## config.mk

```make
export PLATFORM = sky130hd
export DESIGN_NAME = led_blink_gen
export DESIGN_NICKNAME = d
export VERILOG_FILES = /design/src/rtl/led_blink_gen.sv
export SDC_FILE = /design/constraint.sdc
export NUM_CORES = 1
export LEC_CHECK = 0
export BUFFER_PORTS_ARGS = -buffer_cell sky130_fd_sc_hd__clkbuf_2
export CORE_ASPECT_RATIO = 0.9
export CORE_UTILIZATION = 41
export CTS_CLUSTER_SIZE = 28
export DETAILED_ROUTE_END_ITERATION = 8
export SLEW_MARGIN = 20
export SYNTH_ARGS = -nofsm -noshare
export SYNTH_HDL_FRONTEND = slang
export SYNTH_SLANG_ARGS = --single-unit
export TNS_END_PERCENT = 30
```

## constraint.sdc

```tcl
create_clock -name clk -period 6.8 [get_ports clk]
set_clock_uncertainty 0.1 [all_clocks]
set_input_delay 1.7 -clock clk [delete_from_list [all_inputs] [get_ports clk]]
set_output_delay 1.7 -clock clk [all_outputs]
set_load 0.01 [all_outputs]
```

## src/rtl/led_blink_gen.sv

```systemverilog
// Multi-channel LED / heartbeat generator: one shared prescaler feeding NCH
// independent counters, each driving an OFF, TOGGLE, PULSE or PWM output.
module led_blink_gen #(
  parameter int NCH   = 4,
  parameter int CW    = 25,
  parameter int PRESC = 1
) (
  input  logic              clk,
  input  logic              nrst,
  input  logic              en,
  input  logic              clr,
  input  logic [2*NCH-1:0]  mode,
  input  logic [CW*NCH-1:0] period,
  input  logic [CW*NCH-1:0] duty,
  output logic [NCH-1:0]    led,
  output logic [NCH-1:0]    wrap
);

  typedef enum logic [1:0] {
    MODE_OFF    = 2'b00,
    MODE_TOGGLE = 2'b01,
    MODE_PULSE  = 2'b10,
    MODE_PWM    = 2'b11
  } mode_e;

  localparam int            PW         = (PRESC > 1) ? $clog2(PRESC) : 1;
  localparam logic [PW-1:0] PRESC_LAST = PW'(PRESC - 1);

  logic [PW-1:0] presc;
  logic          tick;

  // With PRESC=1 the prescaler sits at zero and tick simply follows en.
  assign tick = en && (presc == PRESC_LAST);

  // NOTE: sequential state is written with non-blocking (<=) so every register
  // samples the pre-edge values of the others, independent of block order.
  always_ff @(posedge clk or negedge nrst) begin
    if (!nrst) begin
      presc <= '0;
    end else if (clr) begin
      presc <= '0;
    end else if (en) begin
      presc <= tick ? '0 : presc + PW'(1);
    end
  end

  for (genvar i = 0; i < NCH; i++) begin : g_ch
    mode_e         ch_mode;
    mode_e         prev_mode;
    logic [CW-1:0] ch_period;
    logic [CW-1:0] ch_duty;
    logic [CW-1:0] cnt;
    logic [CW-1:0] cnt_nxt;
    logic          led_q;
    logic          led_nxt;
    logic          wrap_q;
    logic          wrap_nxt;

    assign ch_mode   = mode_e'(mode[2*i +: 2]);
    assign ch_period = period[CW*i +: CW];
    assign ch_duty   = duty[CW*i +: CW];

    // NOTE: every output of this block gets a default first, so no path can
    // leave one unassigned and infer a latch.
    always_comb begin
      cnt_nxt  = cnt;
      led_nxt  = led_q;
      wrap_nxt = 1'b0;
      if (clr || (ch_mode != prev_mode) || (ch_mode == MODE_OFF)) begin
        cnt_nxt = '0;
        led_nxt = 1'b0;
      end else if (en) begin
        // >= rather than == so a period cut below the running count wraps at once.
        if (tick) begin
          if (cnt >= ch_period) begin
            cnt_nxt  = '0;
            wrap_nxt = 1'b1;
          end else begin
            cnt_nxt = cnt + CW'(1);
          end
        end
        unique case (ch_mode)
          MODE_TOGGLE: led_nxt = led_q ^ wrap_nxt;
          MODE_PULSE:  led_nxt = wrap_nxt;
          MODE_PWM:    led_nxt = (cnt_nxt < ch_duty);
          default:     led_nxt = 1'b0;
        endcase
      end
    end

    always_ff @(posedge clk or negedge nrst) begin
      if (!nrst) begin
        cnt       <= '0;
        led_q     <= 1'b0;
        wrap_q    <= 1'b0;
        prev_mode <= MODE_OFF;
      end else begin
        cnt       <= cnt_nxt;
        led_q     <= led_nxt;
        wrap_q    <= wrap_nxt;
        prev_mode <= ch_mode;
      end
    end

    assign led[i]  = led_q;
    assign wrap[i] = wrap_q;
  end

endmodule

```

==> key figures <==
Run status
  – Outcome: finished clean

Power
  – Switching power: 0.466 mW
  – Gate power share: 0.125
  – Peak VDD IR: 149 µV
  – Sw Ratio: 0.263
  – Pwr Density: 133 nW/µm²
  – Sequential power share: 0.397
  – Clock share of power: 0.479
  – P_int: 1.31 mW
  – LEAKAGE: ~7.3 nW

Finish
  – Antenna Cells: 0
  – Register Area: ~3000 µm²
  – Final Core Density: 0.490
  – Fraction of layout instances using a drive strength above 1: 0.168
  – Fillers: 2713
  – Multi-input gate area: 7370 µm²
  – NumNets Final: 2063
  – Synthesis-to-layout area growth: 17.3%

Drt
  – Routed vias/inst: roughly 5.2
  – Vias: 10500
  – Routed WL: about 30000 µm
  – Wire length per cell: 14.8 µm
  – Pre-Repair DR Iteration Count: 5
  – Remaining DRCs: 0
  – Initial DRC count: 515
  – WL met2: 13600 µm
  – Top Layer Used: met4
  – M1 WL: 14600 µm
  – Post-route ant nets: 0
  – Routed wl met3: 1370 µm

Synthesis
  – Post-synth EDFFs: 0
  – Post-synthesis sequential area ratio: 0.258
  – Syn Nets: about 1900
  – Synth Area per Inst: 7.85 µm²
  – Ys Warns: 0
  – Cell variety after synth: 69
  – Ys flop type: dfrtp_1
  – Yosys reg bits: 117
  – Mapped Area: 11300 µm²
  – Post-Synthesis Cells: 1443
  – Synth async-reset ratio: 1.00

Timing
  – Setup_tns: 0 ps
  – Fin crit share: 0.841
  – Slew Viols, Final: 0
  – Fin crit period: 5720 ps
  – Worst Tran Pin Value: 992 ps
  – Final Hold Fails: 0
  – Rel. slew slack: 0.338
  – Highest clock rate: 175 MHz
  – RSZ-0062 raised after global routing: false
  – Finish-stage setup viols: 0

Clock network
  – Clock sinks: 117
  – Post-CTS sizing: 0
  – Cts bufs inserted: 17
  – Root buffer cell: clkbuf_16
  – Post-CTS Repair Setup Buffers: 0
  – Htree depth: 4
  – CTS tree: built
  – Hold-fix buffers, CTS: 0
  – Reg clk slew, reported paths: about 50 ps
  – Worst skew pair latency: 420 ps
  – Clock Tree Buf Depth: 2

Placement
  – Port buffer count: 219
  – Dpl hpwl: 24000 µm
  – Routability cong.: 0.857

Worst setup path
  – CP Launch Type: input pin
  – WS Path Type: in -> reg
  – CP arrival: 5970 ps
  – Crit Path Max Fanout: 30
  – Crit path required time: 7050 ps
  – Crit end category: register

Floorplanning
  – Core box area: 27100 µm²
  – Die area: 28300 µm²
  – FP Rows: 57
  – Width of the die: around 180 µm
  – Die H: between 150 and 200 µm
  – Initial Util: 0.418
  – I/O pin total: 220

Global route
  – Initial antenna violation count: 0
  – GRT Resource Usage Total: 0.217
  – GRT overflow: 0
  – Pin count of the biggest net entering global routing: 64
  – First-pass GRT wire length: 49300 µm
  – Vias in the first global route: around 10000

Job
  – Max cap viols: 0

Worst hold path
  – Hold crit path type: reg -> reg
-- per-stage QoR --
step	instance area (µm²)	power, mW	hold slack (ps)	instances	setup WS, ps
2_1_floorplan	11300	0.822	439	1443	1540
3_3_place_gp	12800	0.935	478	1986	872
3_5_place_dp	12800	0.939	476	1986	709
4_1_cts	13300	1.79	491	2015	1130
5_1_grt	13300	1.86	508	2015	789
6_report	13300	1.77	492	2015	1080
-- worst max-delay path: stages --
cell	delay, ps
clkbuf_2	80
inv_1	30
ha_1	290
nand4_1	120
nor3_1	480
inv_1	110
a2111oi_2	480
o21a_1	870
nor2_1	130
ha_1	330
nand4_1	150
nor3_1	80
a2111o_1	420
o311a_1	350
a21oi_1	140
o221a_2	200
-- cell usage in the layout, fill, tap and decap left out, types with 13 or more instances in the layout --
master and n:
nand2_1 107, nand3_1 71, and3_1 20, o21ai_0 51, inv_1 222, ha_1 200
nand4_1 38, nor2_1 168, nor2b_1 22, xor2_1 39, clkbuf_16 17, a211oi_1 13
clkbuf_2 218, dfrtp_1 117, a21o_1 17, nor3_1 62, a21oi_1 86, xnor2_1 43
-- cell families (layout without fill, tap and decap cells) --
group           after synthesis  in the layout  share of synthesized area
compound gates              231            231                      0.129
xor+xnor                     82             82                     0.0634
fa+ha+maj                   200            200                      0.221
simple gates                550            550                      0.236
buf+inv                     263            481                     0.0918
flops                       117            117                      0.258
-- routing by layer --
layer	vias to the layer above	GRT usage
li1	5379	-
met1	4825	0.300
met2	251	0.350
met3	25	0.0355
met4	0	0.0509
met5	-	0
-- cells in the mapped netlist (all sizes together), types with 6 or more instances --
library cell    n  area [µm²]
a211oi         14         110
a21o           17         128
a21oi          88         444
and2            6        37.5
and3           21         136
and4            9        78.8
buf            24         143
clkbuf         17        63.8
dfrtp         117        2930
ha            200        2500
inv           222         833
nand2         108         408
nand3          71         355
nand4          39         250
nor2          169         637
nor2b          23         144
nor3           63         320
nor3b           7        52.6
nor4           13        96.3
o211ai          8        65.1
o21ai          52         264
xnor2          43         377
xor2           39         342
-- sequential cells by signal (all words and copies together) (netlist names) --
register        count
g_ch.led_q          4
presc               1
g_ch.cnt          100
g_ch.wrap_q         4
g_ch.prev_mode      8
-- final cells by class --
class | count | share of cell area
multi-input cells | 1063 | 0.554
flip-flops and latches | 117 | 0.220
repair buffers | 230 | 0.0889
inverters | 222 | 0.0627
clock buffers | 20 | 0.0344
well taps | 354 | 0.0333
clock inverters | 9 | 0.00621
-- path summary, 6_finish.rpt --
| check | start | depth (start not counted) | slack (ps) | to |
|---|---|---|---|---|
| min in group asynchronous | nrst | 1 | 1290 | g_ch[3].cnt[20] |
| hold reg to reg | g_ch[2].cnt[24] | 2 | 490 | g_ch[2].cnt[24] |
| setup reg to reg | g_ch[1].cnt[23] | 14 | 2030 | g_ch[1].led_q |
| max in group asynchronous | nrst | 2 | 4030 | g_ch[2].prev_mode[1] |
| setup / recovery | period[47] | 16 | 1080 | g_ch[1].led_q |
| hold / removal | g_ch[2].cnt[24] | 2 | 490 | g_ch[2].cnt[24] |
-- power groups by stage --
stage          sequential [mW]  clock, mW  combinational [mW]
3_5_place_dp             0.715          0               0.224
6_report                 0.703      0.849               0.221
4_1_cts                  0.703      0.866               0.226
2_1_floorplan            0.715          0               0.107
5_1_grt                  0.703      0.904               0.255
3_3_place_gp             0.715          0               0.220
No activity file was read; power rests on OpenSTA's default activity.
